==> src/rtl/fetch_sequencer.sv <==
// Fetch/PC sequencer for the 3-stage RISC-V core.
// This block drives IMEM addressing and the decode and execute instruction
// registers. It absorbs load-use holds and turns a resolved redirect into a
// one-cycle FLUSH window that squashes the wrong-path slots. It also keeps
// the cycle and retired-instruction perf counters.
module fetch_sequencer #(
    parameter logic [31:0] RESET_PC = 32'h4000_0000,
    parameter logic [31:0] NOP      = 32'h0000_0013
) (
    input  logic        clk,
    input  logic        rst,
    input  logic        Hold,
    input  logic        redirect_valid,
    input  logic [31:0] redirect_target,
    input  logic        counter_rst,
    output logic [31:0] imem_addr,
    input  logic [31:0] imem_dout,
    output logic [31:0] Inst_Fetch,
    output logic [31:0] PC_Fetch,
    output logic [31:0] Inst_Decode,
    output logic [31:0] PC_Decode,
    output logic [31:0] Inst_Execute,
    output logic [31:0] PC_Execute,
    output logic        control_hazards_sum,
    output logic [31:0] cycle_count,
    output logic [31:0] inst_count
);

    typedef enum logic {
        RUN   = 1'b0,
        FLUSH = 1'b1
    } state_t;

    state_t      state;
    logic [31:0] target_q;
    logic        valid_D;
    logic        valid_E;
    logic        take_redirect;
    logic        squash;

    // In FLUSH, a redirect is ignored because the decode slot already holds a bubble.
    assign take_redirect = (state == RUN) && redirect_valid;
    assign squash        = take_redirect || (state == FLUSH) || Hold;

    // The FLUSH slot carries the word fetched from the wrong path, so it is replaced by a bubble.
    assign Inst_Fetch = (state == FLUSH) ? NOP : imem_dout;

    // Select the IMEM address. PC_Fetch follows this address one cycle later,
    // so it always names the word that is on imem_dout.
    always_comb begin
        // NOTE: assign a default first so that no path through the block infers a latch.
        imem_addr = PC_Fetch + 32'd4;
        if (rst) begin
            imem_addr = RESET_PC;
        end else if (state == FLUSH) begin
            imem_addr = target_q;
        end else if (redirect_valid || Hold) begin
            imem_addr = PC_Fetch;
        end
    end

    // Pipeline registers, the redirect FSM and the squash-window flag.
    always_ff @(posedge clk) begin
        // NOTE: use non-blocking assignments so that every register samples pre-edge values.
        if (rst) begin
            state               <= RUN;
            target_q            <= 32'd0;
            control_hazards_sum <= 1'b0;
            PC_Fetch            <= RESET_PC;
            Inst_Decode         <= NOP;
            PC_Decode           <= 32'd0;
            valid_D             <= 1'b0;
            Inst_Execute        <= NOP;
            PC_Execute          <= 32'd0;
            valid_E             <= 1'b0;
        end else begin
            PC_Fetch <= imem_addr;

            if (squash) begin
                Inst_Decode <= NOP;
                valid_D     <= 1'b0;
            end else begin
                Inst_Decode <= Inst_Fetch;
                PC_Decode   <= PC_Fetch;
                valid_D     <= 1'b1;
            end

            Inst_Execute <= Inst_Decode;
            PC_Execute   <= PC_Decode;
            valid_E      <= valid_D;

            case (state)
                RUN: begin
                    if (redirect_valid) begin
                        target_q            <= redirect_target;
                        state               <= FLUSH;
                        control_hazards_sum <= 1'b1;
                    end
                end
                FLUSH: begin
                    state               <= RUN;
                    control_hazards_sum <= 1'b0;
                end
                default: begin
                    state               <= RUN;
                    control_hazards_sum <= 1'b0;
                end
            endcase
        end
    end

    // Perf counters. A clear takes priority over the increment in the same cycle.
    always_ff @(posedge clk) begin
        if (rst || counter_rst) begin
            cycle_count <= 32'd0;
            inst_count  <= 32'd0;
        end else begin
            cycle_count <= cycle_count + 32'd1;
            if (valid_E) begin
                inst_count <= inst_count + 32'd1;
            end
        end
    end

endmodule

==> config.mk <==
export PLATFORM = sky130hd
export DESIGN_NAME = fetch_sequencer
export DESIGN_NICKNAME = d
export VERILOG_FILES = /design/src/rtl/fetch_sequencer.sv
export SDC_FILE = /design/constraint.sdc
export NUM_CORES = 1
export LEC_CHECK = 0
export CORE_MARGIN = 8
export CORE_UTILIZATION = 30
export DETAILED_ROUTE_END_ITERATION = 10
export HOLD_SLACK_MARGIN = 0.12
export PLACE_DENSITY_LB_ADDON = 0.12
export RECOVER_POWER = 25
export SYNTH_ARGS = -nofsm -noshare
export SYNTH_HDL_FRONTEND = slang
export SYNTH_SLANG_ARGS = --single-unit
export TNS_END_PERCENT = 50
==> constraint.sdc <==
create_clock -name clk -period 3.3 [get_ports clk]
set_clock_uncertainty 0.1 [all_clocks]
set_input_delay 0.33 -clock clk [delete_from_list [all_inputs] [get_ports clk]]
set_output_delay 0.33 -clock clk [all_outputs]
set_load 0.03 [all_outputs]
==> flow_metrics.py, run 1 <==
metrics = {
    "die": {
        "rows": 66,
        "ioPinCount": 358,
        "core-area_um2": 32200,
        "initial_utilization_pct": 30.2,
        "die_x_um": 196,
        "fp.dieH_um": 196,
        "die-area_um2": 38500,
    },
    "route": {
        "viasPerCell": 4.63,
        "initialDrtViolationCount": 408,
        "drcViolationCount": 0,
        "routedWlPerCell_um": 18.2,
        "dr_total_vias": 8457,
        "drt_wl_total_um": 33300,
        "ant_nets": 0,
        "detail_route.first_pass.iterations": 6,
    },
    "finish": {
        "drive_gt1_share_pct": 9.46,
        "seq_area_um2": 5210,
        "fillCellCount": 3143,
        "fin_nets": 1468,
        "multiInputGateArea_um2": 4310,
        "layout_commonest_cell": "clkdlybuf4s50_1",
        "area_delta_synth_final_pct": 52.5,
        "layout_common_cells": "clkdlybuf4s50_1 (333), dfxtp_1 (255), nand2_1 (107)",
    },
    "setup_path": {
        "worstSetupPathType": "reg -> out",
        "rr_startpoint": "state$_SDFF_PP0_",
        "endpoint": "imem_addr[14]",
        "r2r_cells": 4,
        "ff2ff_setup_slack_ns": 0.54,
        "required_ns": 2.87,
        "reg2reg_to": "Inst_Decode[6]$_SDFF_PP0_",
        "worstPathArrival_ns": 2.86,
        "startpoint": "PC_Fetch[2]$_SDFF_PP0_",
        "cp-start-kind": "flip-flop",
        "cp_max_fo": 5,
        "end_kind": "output port",
    },
    "global_routing": {
        "grt-ovfl-total": 0,
        "track_usage_pct": 16.4,
        "grt_pass1_wl_um": 50500,
        "grt_pass1_vias": 8221,
        "antenna_found_initial": 0,
        "grt_max_degree": 83,
    },
    "sta": {
        "worstMarginPinSlew_ns": 1.73,
        "finalMaxSlewViolations": 83,
        "hold-worst-slack_ns": 0.235,
        "setup_ws_ns": 0.00955,
        "maxSlewHeadroom_pct": -15.1,
        "period_minus_slack_ns": 3.29,
        "finalCritPeriodShare_pct": 99.7,
        "setup_viol": 0,
        "hold_violations": 0,
        "rsz0062_at_grt": "true",
        "max_clock_freq_ghz": 0.304,
    },
    "synth": {
        "synthDistinctLibCells": 47,
        "seq_area_frac_synth_pct": 53.5,
        "synth_fp_nets": 1114,
        "synthCells": 1042,
        "ys_ff_latch": 260,
        "yosysWarnings": 0,
        "netlist_area_um2": 9730,
        "async_flop_share_pct": 0,
        "ys.flop_type": "dfxtp_1",
        "synth_edf_count": 0,
        "avgSynthCellArea_um2": 9.34,
    },
    "power": {
        "powerDensity_nw_per_um2": 513,
        "ir_drop_uv": 386,
        "swShare_pct": 25.3,
        "clkPwrFrac_pct": 44.4,
        "power.switching_mw": 1.93,
        "internal_power_mw": 5.69,
        "p_comb_share_pct": 12.0,
        "p_seq_share_pct": 43.6,
        "leakage_nw": 5.44,
    },
    "min_path": {
        "min_from": "redirect_target[5]",
        "min_path_type": "in -> reg",
    },
    "job": {
        "drv_cap": 1,
    },
    "clocking": {
        "htree_levels": 1,
        "clock_latency_ns": 0.54,
        "clock-sinks": 260,
        "cts_tree": "yes",
        "clk_path_buf_depth": 3,
        "cts.clk_slew.worst_paths_ns": 0.06,
        "cts_root_buf": "clkbuf_16",
        "numCtsBuffers": 31,
    },
    "placed_design": {
        "dpl.hpwl_um": 24500,
        "gp_congestion": 0.790,
        "dp_slack_ns": 0.102,
        "portBuffers": 357,
    },
    "outcome": {
        "violations": "max-capacitance violations, max-slew violations",
        "status": "complete, but fails checks",
    },
}
==> worst min path at each step <==
stage | end | cells past startpoint | slack, ns
global route | target_q[4]$_SDFFE_PP0P_ | 3 | 0.23
detailed placement | valid_E$_SDFF_PP0_ | 1 | 0.32
CTS | Inst_Execute[24]$_SDFF_PP0_ | 2 | 0.12
floorplan | valid_E$_SDFF_PP0_ | 1 | 0.31
finish | target_q[5]$_SDFFE_PP0P_ | 3 | 0.24
global placement | valid_E$_SDFF_PP0_ | 1 | 0.32
==> critical path, cell delays in order (launching register included) <==
cell	delay [ns]
dfxtp_2	0.35
ha_4	0.13
or3b_4	0.39
or4_4	0.56
or3_4	0.42
a311oi_2	0.25
buf_4	0.22
==> cell usage after synthesis, drive strengths merged (4+ instances only) <==
cell	count	area (um^2)
dfxtp	260	5200
nand2	108	405
nor2	96	360
nor2b	93	582
a21oi	59	295
clkbuf	53	199
xnor2	46	403
o22a	32	280
and2	31	194
nand3	30	150
xor2	26	228
a211oi	23	173
nor4	22	150
inv	19	71.3
nand4	18	119
nor3	17	100
o21ai	15	75.1
or3	14	87.6
and4	12	105
and3	9	56.3
buf	8	45.0
mux2i	8	80.1
or2	8	50.1
or4	5	41.3
a311oi	4	35.0
o211ai	4	30.0
==> logic make-up (layout without fill, tap and decap cells) <==
family / after synthesis / count (layout) / synth area share (%)
AO/OA/AOI/OAI: 148 / 148 / 10.2
XOR/XNOR: 72 / 72 / 6.48
adder cells (fa/ha/maj): 3 / 3 / 0.386
buffers and inverters: 80 / 455 / 3.24
flip-flops: 260 / 260 / 53.5
multiplexers: 8 / 8 / 0.823
other: 0 / 1 / 0
AND/OR/NAND/NOR: 471 / 471 / 25.4
==> registers in the layout, summed over array words and instances (netlist names) <==
name and cells:
Inst_Decode 32, Inst_Execute 32, PC_Decode 32, PC_Execute 32, PC_Fetch 32, cycle_count 32, inst_count 32, target_q 32
control_hazards_sum 1, state 1, valid_D 1, valid_E 1
==> area by class of cell <==
| cell class | count | area share (%) |
|---|---|---|
| Clock buffer | 43 | 6.14 |
| Inverter | 19 | 0.481 |
| Timing Repair Buffer | 382 | 25.0 |
| Sequential cell | 260 | 35.1 |
| Multi-Input combinational cell | 702 | 29.0 |
| Antenna cell | 1 | 0.0169 |
| Clock inverter | 11 | 0.759 |
| Tap cell | 408 | 3.44 |
==> layer usage <==
layer / track usage [%] / wire length, um / vias up
met5: 0 / 0 / -
met4: 3.06 / 520 / 0
met3: 5.19 / 2340 / 35
met2: 28.4 / 16300 / 207
met1: 20.0 / 14200 / 3946
li1: - / - / 4269
==> per-stage QoR <==
| step | utilization (%) | setup TNS (ns) | instances | area (um^2) | total power [mW] |
|---|---|---|---|---|---|
| floorplan | - | -0.0512 | 1042 | 9740 | 3.85 |
| global placement | 42.6 | 0 | 1766 | 13700 | 4.30 |
| detailed placement | 42.6 | 0 | 1766 | 13700 | 4.30 |
| CTS | 46.1 | -0.225 | 1825 | 14800 | 7.74 |
| global route | 46.1 | -0.327 | 1825 | 14800 | 7.92 |
| finish | 46.1 | 0 | 1826 | 14800 | 7.61 |
==> power groups by stage <==
stage | registers (mW) | logic (mW) | clock network, mW
6_report | 3.32 | 0.910 | 3.38
5_1_grt | 3.33 | 0.966 | 3.62
4_1_cts | 3.32 | 0.926 | 3.50
3_5_place_dp | 3.39 | 0.917 | 0
3_3_place_gp | 3.39 | 0.918 | 0
2_1_floorplan | 3.53 | 0.326 | 0
==> timing repair <==
action,in CTS,in global routing
endpoints found under the setup margin,8,12
setup buffers,5,0
hold buffers,0,0
pin swaps,15,7
resized for setup,13,10
Note: power is estimated with default switching activity, not from simulation.
==> run 2: changes to the inputs <==
Settings changed: CAP_MARGIN set to 20, CORE_UTILIZATION 30 to 45, PLACE_DENSITY_LB_ADDON 0.12 to 0.2.
==> run 2 against run 1 <==
Against the previous run: the flow finishes with violations (negative setup slack); sequential power about the same; combinational power shrank 0.4%; largest cell class unchanged; clock power is 9.8% lower; non-clock buffer count decreased by 1; critical endpoint unchanged; critical path type unchanged; wire length decreased by 7.3%; via count is 2.5% higher.
==> flow_metrics.py, run 2 (synthesized netlist as in run 1, its figures left out) <==
metrics = {
    "route": {
        "drcViolationCount": 0,
        "routedWlPerCell_um": 18.2,
        "viasPerCell": 5.12,
        "initialDrtViolationCount": 460,
        "detail_route.first_pass.iterations": 5,
        "ant_nets": 0,
        "drt_wl_total_um": 30900,
        "dr_total_vias": 8671,
    },
    "die": {
        "core-area_um2": 21600,
        "fp.dieH_um": 163,
        "initial_utilization_pct": 45.2,
        "ioPinCount": 358,
        "die_x_um": 163,
        "die-area_um2": 26600,
        "rows": 54,
    },
    "finish": {
        "multiInputGateArea_um2": 4290,
        "fin_nets": 1465,
        "finalCoreUtilization_pct": 67.5,
        "seq_area_um2": 5210,
        "diodes": 0,
        "layout_commonest_cell": "clkdlybuf4s50_1",
        "design_area_um2": 14600,
        "drive_gt1_share_pct": 8.56,
        "area_delta_synth_final_pct": 49.5,
        "layout_common_cells": "clkdlybuf4s50_1 (332), dfxtp_1 (257), nand2_1 (108)",
        "fillCellCount": 1770,
        "stdcell_count": 1694,
    },
    "global_routing": {
        "antenna_found_initial": 0,
        "grt.met1_usage_pct": 27.1,
        "grt_max_degree": 69,
        "grt_pass1_wl_um": 47200,
        "met2_usage_pct": 36.8,
        "track_usage_pct": 22.1,
        "grt-ovfl-total": 0,
        "top_usage_layer": "met2",
        "grt_util_met3_pct": 6.12,
        "grt_pass1_vias": 8381,
    },
    "clocking": {
        "cts_hold_buf": 0,
        "cts_tree": "yes",
        "cts_root_buf": "clkbuf_16",
        "clk_path_buf_depth": 3,
        "cts.clk_slew.worst_paths_ns": 0.06,
        "numCtsBuffers": 28,
        "clock_latency_ns": 0.53,
        "htree_levels": 1,
        "clock-sinks": 260,
    },
    "sta": {
        "finalMaxSlewViolations": 0,
        "hold_violations": 0,
        "setup_viol": 3,
        "period_minus_slack_ns": 3.35,
        "finalCritPeriodShare_pct": 101,
        "worstMarginPinSlew_ns": 0.701,
        "setup_ws_ns": -0.0488,
        "rsz0062_at_grt": "true",
        "max_clock_freq_ghz": 0.299,
        "maxSlewHeadroom_pct": 53.3,
    },
    "setup_path": {
        "path_buf_inv": 1,
        "cp-start-kind": "flip-flop",
        "slowest_stage": "or4_4",
        "end_kind": "output port",
        "path_cells": "ha_4, or3b_4, or4_4, or3_4, a311oi_2, buf_4",
        "crit_family": "simple AND/OR/NAND/NOR gates",
        "rr_startpoint": "PC_Fetch[3]$_SDFF_PP0_",
        "required_ns": 2.87,
        "worstPathArrival_ns": 2.92,
        "worstSetupPathType": "reg -> out",
        "startpoint": "PC_Fetch[3]$_SDFF_PP0_",
        "max_stage_delay_ns": 0.59,
        "cp_max_fo": 5,
    },
    "placed_design": {
        "dpl.hpwl_um": 22900,
        "portBuffers": 357,
        "dp.cells": 1637,
        "gp_congestion": 0.864,
        "place_area_um2": 13500,
        "dp_slack_ns": 0.132,
    },
    "min_path": {
        "min_path_type": "in -> reg",
        "min_from": "redirect_target[13]",
    },
    "power": {
        "finalPower_mw": 7.28,
        "leakage_nw": 5.34,
        "powerDensity_nw_per_um2": 500,
        "ir_drop_uv": 365,
    },
    "outcome": {
        "status": "complete, but fails checks",
        "violations": "negative setup slack",
    },
    "job": {
        "drv_cap": 0,
    },
}
[run 2: worst reg2reg max path, cell delays in order (launching register included)]
cell and delay [ns]:
dfxtp_4 0.36, ha_4 0.13, or3b_4 0.40, buf_4 0.16, or4_4 0.58, o31a_1 0.32, o221a_2 0.24
[run 2: path summary, 6_finish.rpt]
check                                    to  slack [ns]  cells after the start
hold / removal    target_q[13]$_SDFFE_PP0P_        0.25                      3
setup reg to reg    PC_Fetch[16]$_SDFF_PP0_        0.92                      6
setup / recovery              imem_addr[14]       -0.05                      6
hold reg to reg          valid_E$_SDFF_PP0_        0.34                      1
[run 2: through the flow]
step                      hold WS [ns]  setup TNS [ns]
after floorplan                  0.314         -0.0512
after global placement           0.319               0
after detailed placement         0.330               0
after CTS                        0.223          -0.198
after global routing             0.234          -0.679
final                            0.245         -0.0845
[run 2: metal layers]
| layer | vias up | share of wire (%) |
|---|---|---|
| met3 | 52 | 8.5 |
| met2 | 303 | 48 |
| met1 | 4065 | 40 |
| met5 | - | 0 |
| met4 | 0 | 2.8 |
| li1 | 4251 | - |
[run 2: layout make-up]
type | instances | area share [%]
multi-input combinational | 703 | 29.5
sequential | 260 | 35.8
tap | 280 | 2.41
clock buffer | 47 | 6.00
inverter | 19 | 0.490
timing repair buffer | 381 | 25.5
clock inverter | 4 | 0.310
[run 2: where the power goes]
group          total, mW  internal (mW)  switching [mW]  leakage [nW]
Sequential          3.32           3.24          0.0723          2.12
Clock               3.05           1.86            1.19         0.453
Combinational      0.906          0.377           0.529          2.77
[run 2: timing repair]
action,4_1_cts,5_1_grt
gates cloned,1,0
endpoints found under the setup margin,11,11
pin swaps,8,2
gates resized for setup,15,4
buffers inserted,4,1
==> run 3: changes to the inputs <==
Clock period 3.3 ns to 3.2 ns, I/O delays scaled along.
==> run 3 against run 2 <==
Against the previous run: the flow finishes with violations (max-capacitance violations, max-slew violations, negative setup slack); total power rose by 5.4%; register-to-register slack got worse by 0.26 ns; worst setup slack worse by 0.10 ns; global-route usage is 0.27 points lower; clock-buffer cell count is 7 lower; critical path type unchanged; largest cell class unchanged; highest routed layer unchanged.
==> flow_metrics.py, run 3 (synthesized netlist as in run 1, its figures left out) <==
metrics = {
    "placed_design": {
        "dp.cells": 1638,
        "portBuffers": 357,
        "dpl.hpwl_um": 22600,
        "gp_congestion": 0.883,
        "place_area_um2": 13500,
    },
    "finish": {
        "layout_commonest_cell": "clkdlybuf4s50_1",
        "area_delta_synth_final_pct": 50.7,
        "design_area_um2": 14700,
        "fin_nets": 1468,
        "diodes": 0,
        "stdcell_count": 1696,
        "layout_common_cells": "clkdlybuf4s50_1 (331), dfxtp_1 (256), nand2_1 (108)",
        "fillCellCount": 1733,
        "drive_gt1_share_pct": 9.25,
    },
    "route": {
        "routedWlPerCell_um": 18.4,
        "dr_total_vias": 8717,
        "viasPerCell": 5.14,
        "initialDrtViolationCount": 564,
        "drcViolationCount": 0,
        "ant_nets": 0,
        "drt_wl_total_um": 31100,
        "detail_route.first_pass.iterations": 7,
    },
    "clocking": {
        "cts_tree": "yes",
        "clock_latency_ns": 0.52,
        "clk_path_buf_depth": 3,
        "cts.clk_slew.worst_paths_ns": 0.06,
        "cts_root_buf": "clkbuf_16",
        "numCtsBuffers": 28,
        "htree_levels": 1,
        "clock-sinks": 260,
    },
    "die": {
        "ioPinCount": 358,
        "initial_utilization_pct": 45.2,
        "die-area_um2": 26600,
        "die_x_um": 163,
        "core-area_um2": 21600,
        "fp.dieH_um": 163,
        "rows": 54,
    },
    "setup_path": {
        "path_cells": "ha_4, or3b_4, or4_4, buf_6, nor3_4, xnor2_2, a211oi_2, buf_4",
        "worstPathArrival_ns": 2.93,
        "required_ns": 2.78,
        "path_buf_inv": 2,
        "crit_family": "simple AND/OR/NAND/NOR gates",
        "ff2ff_setup_slack_ns": 0.66,
        "max_stage_delay_ns": 0.57,
        "cp_max_fo": 6,
        "rr_startpoint": "PC_Fetch[2]$_SDFF_PP0_",
        "endpoint": "imem_addr[22]",
        "worstSetupPathType": "reg -> out",
        "end_kind": "output port",
        "startpoint": "PC_Fetch[2]$_SDFF_PP0_",
        "crit_cells": 8,
        "r2r_cells": 8,
        "reg2reg_to": "PC_Fetch[20]$_SDFF_PP0_",
        "cp-start-kind": "flip-flop",
        "slowest_stage": "or4_4",
    },
    "sta": {
        "rsz0062_at_grt": "true",
        "worstMarginPinSlew_ns": 1.56,
        "finalMaxSlewViolations": 34,
        "setup_ws_ns": -0.150,
        "hold-worst-slack_ns": 0.204,
        "fin_setup_tns_ns": -0.621,
        "setup_viol": 7,
        "period_minus_slack_ns": 3.35,
        "max_clock_freq_ghz": 0.299,
        "maxSlewHeadroom_pct": -4.14,
        "hold_violations": 0,
        "finalCritPeriodShare_pct": 105,
    },
    "global_routing": {
        "antenna_found_initial": 0,
        "grt_pass1_vias": 8270,
        "grt-ovfl-total": 0,
        "grt_max_degree": 59,
        "grt_pass1_wl_um": 46900,
        "track_usage_pct": 21.8,
    },
    "power": {
        "powerDensity_nw_per_um2": 523,
        "ir_drop_uv": 415,
        "leakage_nw": 5.46,
    },
    "outcome": {
        "violations": "max-capacitance violations, max-slew violations, negative setup slack",
        "status": "complete, but fails checks",
    },
    "min_path": {
        "min_path_type": "in -> reg",
    },
    "job": {
        "drv_cap": 1,
    },
}
[run 3: changes by cell type in the layout (fill, tap and decap cells not counted), sizes merged]
| cell | before | now |
|---|---|---|
| clkinv | 3 | 7 |
| dlygate4sd2 | 3 | 0 |
| bufinv | 1 | 3 |
| clkbuf | 47 | 45 |
| dlymetal6s2s | 2 | 4 |
| buf | 44 | 45 |
| clkdlybuf4s50 | 332 | 331 |
| or4 | 6 | 5 |
[run 3: cell type report]
class	count	area, um^2	share of cell area (%)
Multi-Input combinational cell	702	4340	29.6
Sequential cell	260	5210	35.5
Tap cell	280	350	2.39
Clock inverter	10	129	0.879
Inverter	19	71.3	0.486
Timing Repair Buffer	385	3740	25.5
Clock buffer	40	827	5.64
[run 3: how the worst min path moves through the flow]
stage,startpoint,slack [ns],cells past startpoint,to
CTS,rst,0.17,2,PC_Fetch[11]$_SDFF_PP0_
detailed placement,valid_D$_SDFF_PP0_,0.33,1,valid_E$_SDFF_PP0_
finish,rst,0.20,2,PC_Fetch[11]$_SDFF_PP0_
global placement,valid_D$_SDFF_PP0_,0.32,1,valid_E$_SDFF_PP0_
global route,rst,0.21,2,PC_Fetch[13]$_SDFF_PP0_
floorplan,valid_D$_SDFF_PP0_,0.31,1,valid_E$_SDFF_PP0_
[run 3: what timing repair did]
| action | in CTS | in global routing |
|---|---|---|
| setup buffers | 3 | 5 |
| pin swaps | 9 | 10 |
| endpoints found under the setup margin | 12 | 12 |
| gates resized for setup | 14 | 20 |
| hold buffers | 0 | 0 |
[run 3: power breakdown]
| part | switching (mW) | internal, mW | leakage (nW) | total, mW |
|---|---|---|---|---|
| Sequential | 0.0770 | 3.35 | 2.12 | 3.42 |
| Combinational | 0.548 | 0.391 | 2.87 | 0.940 |
| Clock | 1.28 | 2.03 | 0.476 | 3.31 |
| Total | 1.90 | 5.77 | 5.46 | 7.67 |
[run 3: through the flow]
step	utilization (%)	total power, mW	setup WS (ns)
3_3_place_gp	62.8	4.41	0.0760
6_report	68.0	7.67	-0.150
4_1_cts	67.6	7.73	-0.150
3_5_place_dp	62.8	4.42	0.105
2_1_floorplan	-	3.97	-0.108
5_1_grt	68.0	7.92	-0.223
[run 3: worst register-to-register path: cells and delay by family, from the launching register on]
family          cells  cell delay, ns
xor+xnor            1            0.11
simple gates        3            1.15
buf+inv             2            0.31
fa+ha+maj           1            0.13
flops               1            0.35
compound gates      1            0.28
[run 3: metal layers]
layer / track usage, % / vias up / part of all wire (%)
met5: 0 / - / 0
met4: 5.13 / 0 / 1.9
met3: 4.69 / 54 / 7.3
met2: 37.6 / 298 / 50
met1: 27.2 / 4099 / 41
li1: - / 4266 / -
